<file path="src/rtl/y86_pkg.sv">
// Shared Y86-64 definitions: instruction codes, status codes and the
// memory-stage FSM state encoding.
package y86_pkg;

    localparam logic [3:0] I_HALT   = 4'h0;
    localparam logic [3:0] I_NOP    = 4'h1;
    localparam logic [3:0] I_RRMOVL = 4'h2;
    localparam logic [3:0] I_IRMOVL = 4'h3;
    localparam logic [3:0] I_RMMOVL = 4'h4;
    localparam logic [3:0] I_MRMOVL = 4'h5;
    localparam logic [3:0] I_OPL    = 4'h6;
    localparam logic [3:0] I_JXX    = 4'h7;
    localparam logic [3:0] I_CALL   = 4'h8;
    localparam logic [3:0] I_RET    = 4'h9;
    localparam logic [3:0] I_PUSHL  = 4'hA;
    localparam logic [3:0] I_POPL   = 4'hB;

    localparam logic [2:0] STAT_AOK = 3'd1;
    localparam logic [2:0] STAT_HLT = 3'd2;
    localparam logic [2:0] STAT_ADR = 3'd3;
    localparam logic [2:0] STAT_INS = 3'd4;

    typedef enum logic [1:0] {
        MS_IDLE   = 2'd0,
        MS_ACCESS = 2'd1,
        MS_DONE   = 2'd2
    } mem_state_e;

endpackage

</file>
<file path="src/rtl/mem_stage_if.sv">
// Data-memory request/acknowledge bus between the memory stage (master)
// and the data memory (slave).
interface mem_stage_if;
    logic        req;
    logic        we;
    logic [63:0] addr;
    logic [63:0] wdata;
    logic        ack;
    logic [63:0] rdata;

    modport master (output req, we, addr, wdata, input ack, rdata);
    modport slave  (input req, we, addr, wdata, output ack, rdata);
endinterface

</file>
<file path="src/rtl/mem_addr_sel.sv">
// Decodes which data-memory access an instruction needs and whether its address is legal.
// Define MEM_ALIGN_CHECK_EN to also reject addresses that are not 8-byte aligned.
module mem_addr_sel
    import y86_pkg::*;
#(
    parameter logic [63:0] MEM_BYTES = 64'd65536
) (
    input  logic [3:0]  icode,
    input  logic [63:0] valE,
    input  logic [63:0] valA,
    input  logic [63:0] valP,
    output logic        need_mem,
    output logic        we,
    output logic [63:0] addr,
    output logic [63:0] wdata,
    output logic        addr_err
);

    // NOTE: every output gets a default before the case so no path leaves one unassigned (no latch).
    always_comb begin
        need_mem = 1'b0;
        we       = 1'b0;
        addr     = valE;
        wdata    = valA;
        unique case (icode)
            I_MRMOVL: need_mem = 1'b1;
            I_POPL, I_RET: begin
                need_mem = 1'b1;
                addr     = valA;
            end
            I_RMMOVL, I_PUSHL: begin
                need_mem = 1'b1;
                we       = 1'b1;
            end
            I_CALL: begin
                need_mem = 1'b1;
                we       = 1'b1;
                wdata    = valP;
            end
            default: ;
        endcase
    end

    // Comparing against MEM_BYTES-8 avoids the wrap that addr+8 would suffer near 2^64.
`ifdef MEM_ALIGN_CHECK_EN
    assign addr_err = need_mem && ((addr > (MEM_BYTES - 64'd8)) || (addr[2:0] != 3'b000));
`else
    assign addr_err = need_mem && (addr > (MEM_BYTES - 64'd8));
`endif

endmodule

</file>
<file path="src/rtl/mem_stage.sv">
// Y86-64 memory stage: one data-memory access per instruction with ack timeout,
// result handed to write-back over valid/ready. MEM_ALIGN_CHECK_EN is honoured in mem_addr_sel.
module mem_stage
    import y86_pkg::*;
#(
    parameter logic [63:0] MEM_BYTES   = 64'd65536,
    parameter int unsigned TIMEOUT_CYC = 255
) (
    input  logic        clk_i,
    input  logic        rst_i,
    input  logic        in_valid_i,
    output logic        in_ready_o,
    input  logic [3:0]  icode_i,
    input  logic [63:0] valE_i,
    input  logic [63:0] valA_i,
    input  logic [63:0] valP_i,
    output logic        out_valid_o,
    input  logic        out_ready_i,
    output logic [63:0] valE_o,
    output logic [63:0] valM_o,
    output logic [2:0]  stat_o,
    mem_stage_if.master dmem
);

    localparam logic [7:0] CNT_LAST = 8'(TIMEOUT_CYC - 1);

    mem_state_e  state;
    logic [7:0]  wait_cnt;

    logic        sel_need_mem;
    logic        sel_we;
    logic [63:0] sel_addr;
    logic [63:0] sel_wdata;
    logic        sel_addr_err;

    mem_addr_sel #(
        .MEM_BYTES (MEM_BYTES)
    ) u_addr_sel (
        .icode    (icode_i),
        .valE     (valE_i),
        .valA     (valA_i),
        .valP     (valP_i),
        .need_mem (sel_need_mem),
        .we       (sel_we),
        .addr     (sel_addr),
        .wdata    (sel_wdata),
        .addr_err (sel_addr_err)
    );

    // NOTE: sequential state uses non-blocking assignments so every register samples pre-edge values.
    always_ff @(posedge clk_i) begin
        if (rst_i) begin
            state       <= MS_IDLE;
            in_ready_o  <= 1'b1;
            out_valid_o <= 1'b0;
            dmem.req    <= 1'b0;
            dmem.we     <= 1'b0;
            dmem.addr   <= '0;
            dmem.wdata  <= '0;
            valE_o      <= '0;
            valM_o      <= '0;
            stat_o      <= STAT_AOK;
            wait_cnt    <= '0;
        end else begin
            unique case (state)
                MS_IDLE: begin
                    if (in_valid_i) begin
                        valE_o     <= valE_i;
                        valM_o     <= '0;
                        wait_cnt   <= '0;
                        in_ready_o <= 1'b0;
                        if (sel_need_mem && !sel_addr_err) begin
                            state      <= MS_ACCESS;
                            stat_o     <= STAT_AOK;
                            dmem.req   <= 1'b1;
                            dmem.we    <= sel_we;
                            dmem.addr  <= sel_addr;
                            dmem.wdata <= sel_wdata;
                        end else begin
                            state       <= MS_DONE;
                            out_valid_o <= 1'b1;
                            if (icode_i == I_HALT)      stat_o <= STAT_HLT;
                            else if (icode_i > I_POPL)  stat_o <= STAT_INS;
                            else if (sel_addr_err)      stat_o <= STAT_ADR;
                            else                        stat_o <= STAT_AOK;
                        end
                    end
                end
                MS_ACCESS: begin
                    // An ack in the timeout cycle takes priority over the timeout.
                    if (dmem.ack) begin
                        if (!dmem.we) valM_o <= dmem.rdata;
                        stat_o      <= STAT_AOK;
                        dmem.req    <= 1'b0;
                        dmem.we     <= 1'b0;
                        out_valid_o <= 1'b1;
                        state       <= MS_DONE;
                    end else if (wait_cnt == CNT_LAST) begin
                        valM_o      <= '0;
                        stat_o      <= STAT_ADR;
                        dmem.req    <= 1'b0;
                        dmem.we     <= 1'b0;
                        out_valid_o <= 1'b1;
                        state       <= MS_DONE;
                    end else begin
                        wait_cnt <= wait_cnt + 8'd1;
                    end
                end
                MS_DONE: begin
                    if (out_ready_i) begin
                        out_valid_o <= 1'b0;
                        in_ready_o  <= 1'b1;
                        state       <= MS_IDLE;
                    end
                end
                default: begin
                    state       <= MS_IDLE;
                    in_ready_o  <= 1'b1;
                    out_valid_o <= 1'b0;
                    dmem.req    <= 1'b0;
                end
            endcase
        end
    end

endmodule

</file>
<file path="src/flat_wrapper.sv">
// flat-port wrapper written by rule: the top's interface ports become plain ports
module mem_stage_flat import y86_pkg::*;
#(
    parameter logic [63:0] MEM_BYTES   = 64'd65536,
    parameter int unsigned TIMEOUT_CYC = 255
)
  (clk_i, rst_i, in_valid_i, in_ready_o, icode_i, valE_i, valA_i, valP_i, out_valid_o, out_ready_i, valE_o, valM_o, stat_o, dmem_req, dmem_we, dmem_addr, dmem_wdata, dmem_ack, dmem_rdata);
  mem_stage_if dmem_i ();
  input  logic clk_i;
  input  logic rst_i;
  input  logic in_valid_i;
  output logic in_ready_o;
  input  logic [3:0] icode_i;
  input  logic [63:0] valE_i;
  input  logic [63:0] valA_i;
  input  logic [63:0] valP_i;
  output logic out_valid_o;
  input  logic out_ready_i;
  output logic [63:0] valE_o;
  output logic [63:0] valM_o;
  output logic [2:0] stat_o;
  output wire logic [$bits(dmem_i.req)-1:0] dmem_req;
  output wire logic [$bits(dmem_i.we)-1:0] dmem_we;
  output wire logic [$bits(dmem_i.addr)-1:0] dmem_addr;
  output wire logic [$bits(dmem_i.wdata)-1:0] dmem_wdata;
  input wire logic [$bits(dmem_i.ack)-1:0] dmem_ack;
  input wire logic [$bits(dmem_i.rdata)-1:0] dmem_rdata;
  assign dmem_req = dmem_i.req;
  assign dmem_we = dmem_i.we;
  assign dmem_addr = dmem_i.addr;
  assign dmem_wdata = dmem_i.wdata;
  assign dmem_i.ack = dmem_ack;
  assign dmem_i.rdata = dmem_rdata;
  mem_stage #(.MEM_BYTES(MEM_BYTES), .TIMEOUT_CYC(TIMEOUT_CYC)) u_core (.clk_i(clk_i), .rst_i(rst_i), .in_valid_i(in_valid_i), .in_ready_o(in_ready_o), .icode_i(icode_i), .valE_i(valE_i), .valA_i(valA_i), .valP_i(valP_i), .out_valid_o(out_valid_o), .out_ready_i(out_ready_i), .valE_o(valE_o), .valM_o(valM_o), .stat_o(stat_o), .dmem(dmem_i));
endmodule
</file>
<file path="config.mk">
export PLATFORM = sky130hd
export DESIGN_NAME = mem_stage_flat
export DESIGN_NICKNAME = d
export VERILOG_FILES = /design/src/rtl/y86_pkg.sv /design/src/rtl/mem_stage_if.sv /design/src/rtl/mem_addr_sel.sv /design/src/rtl/mem_stage.sv /design/src/flat_wrapper.sv
export SDC_FILE = /design/constraint.sdc
export NUM_CORES = 1
export LEC_CHECK = 0
export CAP_MARGIN = 10
export CORE_AREA = 3 3 205 207
export CTS_BUF_LIST = sky130_fd_sc_hd__clkbuf_4
export DETAILED_ROUTE_END_ITERATION = 8
export DIE_AREA = 0 0 208 210
export HOLD_SLACK_MARGIN = 0.06
export SYNTH_ARGS = -nofsm -noshare
export SYNTH_HDL_FRONTEND = slang
export SYNTH_HIERARCHICAL = 1
export SYNTH_SLANG_ARGS = --single-unit
</file>
<file path="constraint.sdc">
create_clock -name clk_i -period 2.73 [get_ports clk_i]
set_input_delay 0.273 -clock clk_i [delete_from_list [all_inputs] [get_ports clk_i]]
set_output_delay 0.273 -clock clk_i [all_outputs]
set_load 0.05 [all_outputs]
</file>
==> results.yml <==
outcome:
  outcome: "complete, no violations"
timing:
  skew_ns: 0.02682
  hold_violations: 0
  grt_setup_unrepaired: "no"
  layout_min_cycle_time_ns: 2.722
  tightest_slew_ns: 0.9004
  setup_viol: 0
  slew_viol_final: 0
  slew_headroom_pct: 39.42
  finalCritPeriodShare_pct: 99.69
  hold_slack_ns: 0.1564
  fmax_mhz: 367.4
power_and_ir_drop:
  power.density_nw_per_um2: 506.5
  p_switching_mw: 3.216
  combPwrFrac_pct: 23.0
  ir_worst_vdd_v: 0.0003378
  p_sw_share_pct: 30.55
  sequentialPowerShare_pct: 40.1
  p_int_mw: 7.311
  clockPowerShare_pct: 36.9
  p_leak_nw: 8.234
  power.total_mw: 10.53
die:
  core_area_sq_um: 40550
  fp-row-count: 74
  die_w_microns: 208
  fp.dieH_microns: 210
  start_util_pct: 30.59
  die-area_sq_um: 43680
  pin_count: 528
yosys:
  syn_area_sq_um: 12410
  seq_area_frac_synth_pct: 44.05
  synth_cells: 1554
  yosysUniqueCellTypes: 54
  ys.warnings.count: 6
  synth_nets: 1821
  ys_seq_elements: 273
  synthArstFlopShare_pct: 0
  synth_edf_count: 0
  synth_area_per_cell_sq_um: 7.984
  synth-main-ff-cell: "dfxtp_1"
clocking:
  clk_pin_slew_ns: 0.06
  clk_path_buf_depth: 3
  tritoncts: "built"
  clock-root-buffer: "clkbuf_4"
  post-cts-setup-buffers: 0
  clk-insertion-delay-late_ns: 0.74
  cts.sinks: 273
  cts-htree-levels: 3
  cts_made_buffers: 80
hold_path:
  whs_path_depth: 3
  hp-start: "valE_i[10]"
  holdCritPathClass: "in2reg"
layout:
  post-route-util_pct: 51.24
  drive_gt1_share_pct: 15.99
  layout_commonest_cell: "nand2_1"
  layout.cells.non_filler: 2868
  layout_common_cells: "nand2_1 (654), clkdlybuf4s50_1 (526), dfxtp_1 (273)"
  synthToLayoutAreaGrowth_pct: 67.50
  nets: 2540
drt:
  first_iter_violations: 894
  drt_wl_total_microns: 59080
  wl_per_cell_microns: 20.60
  drcViolationCount: 0
  vias_per_cell: 4.743
  num_vias: 13600
  drt-pass1-iter-count: 5
  ant_nets: 0
critical_path:
  required_ns: 3.38
  critPathArrivalTime_ns: 3.37
  crit_type: "in2reg"
  ff2ff_path_depth: 7
  path_max_fanout: 69
  crit_start: "icode_i[3]"
  critPathLaunchType: "input port"
  reg2reg_from: "u_core/wait_cnt[0]"
  cp-end-kind: "flop"
place:
  dp_hpwl_microns: 45110
  dp_cells: 2664
  port_buffers: 527
  place_congestion: 0.9480
global_routing:
  grt_pass1_wl_microns: 85990
  antenna_found_initial: 11
  grt_max_degree: 121
  grt_pass1_vias: 13630
  grt_overflow: 0
  grt.total_usage_pct: 25.77
run:
  maxCapViolations: 0
[cells in the mapped netlist (all sizes together) (2+ instances only)]
master  number  area (sq um)
nor2b        3         26.27
a21o         2         15.01
nand2      656          2462
nand3        6         30.03
mux2i       64         640.6
clkbuf      62         232.7
o211ai       3         22.52
o31ai        4         35.03
or4          3         22.52
nor4        26         181.4
or3          3         18.77
mux2        65         957.2
a21oi      201          1006
ha           2         25.02
nand2b      69         431.7
dfxtp      273          5465
nand4       11         68.82
nor3b        3         37.54
nor3         6         30.03
buf         47         395.4
xor2         4         35.03
nor2        13         53.80
and2         3         21.27
inv          3         11.26
o21ai        4         20.02
[per-layer routing]
layer,up-vias,wire length [microns],track usage (%)
li1,6605,-,-
met3,89,4690,8.573
met5,-,9,0
met1,6336,24050,30.95
met4,2,1496,8.068
met2,571,28830,43.90
[area by class of cell]
cell class | instances | area [sq um]
Tap cell | 532 | 665.6
Timing Repair Buffer | 746 | 7271
Antenna cell | 10 | 25.02
Clock buffer | 121 | 908.4
Inverter | 3 | 11.26
Multi-Input combinational cell | 1169 | 6352
Clock inverter | 14 | 82.58
Fill cell | 3980 | 19770
Sequential cell | 273 | 5465
[stage by stage]
step	setup TNS, ns	cell area (sq um)	worst slack (ns)
after floorplan	0	12410	0.5530
after global placement	-90.80	19170	-0.7229
after detailed placement	-86.08	19170	-0.6907
after CTS	0	20750	0.08431
after global routing	0	20780	0.04931
final	0	20780	0.008346
[power by group through the flow]
| stage | clock [mW] | combinational (mW) | sequential, mW |
|---|---|---|---|
| final | 3.88 | 2.43 | 4.22 |
| after global routing | 4.28 | 2.56 | 4.23 |
| after floorplan | 0 | 0.693 | 4.79 |
| after detailed placement | 0 | 2.35 | 4.30 |
| after global placement | 0 | 2.35 | 4.30 |
| after CTS | 4.04 | 2.43 | 4.22 |
[kinds of logic (layout without fill, tap and decap cells)]
logic type      after synthesis  in the layout  share of synthesized area (%)
xor+xnor                      4              4                         0.2823
flops                       273            273                          44.05
mux                         129            129                          12.88
simple gates                808            808                          27.68
buf+inv                     112            884                          5.153
other cells                   0             10                              0
compound gates              226            226                          9.752
fa+ha+maj                     2              2                         0.2017
[worst max-delay path, stage by stage]
cell and delay (ns):
clkdlybuf4s50_1 0.47, nor2b_4 0.21, nand2_2 0.15, nor4_1 0.82
o22ai_1 0.19, a41oi_2 0.31, nor2b_1 0.08, buf_4 0.16
nand2_4 0.08, buf_12 0.28, nand2_1 0.11, a21oi_1 0.18
[final timing paths]
kind                            slack (ns)                     to
worst max-delay path                 0.008  u_core/dmem.wdata[14]
worst min-delay path                  0.16      u_core/valE_o[10]
worst max register to register        0.45      u_core/valM_o[16]
worst min register to register        0.45      u_core/valE_o[63]
[sequential cells by signal, summed over array words and instances, names as in the netlist]
| signal | count |
|---|---|
| u_core/valE_o | 64 |
| u_core/dmem.addr | 64 |
| u_core/dmem.we | 1 |
| u_core/wait_cnt | 8 |
| u_core/state | 2 |
| u_core/out_valid_o | 1 |
| u_core/in_ready_o | 1 |
| u_core/stat_o | 3 |
| u_core/dmem.wdata | 64 |
| u_core/valM_o | 64 |
| u_core/dmem.req | 1 |
[timing repair]
item | in CTS | in global routing
hold endpoints to repair | 62 | 0
gates resized for setup | 0 | 1
hold buffers | 59 | 0
endpoints found under the setup margin | 0 | 3
Note: power is estimated with default switching activity, not from simulation.
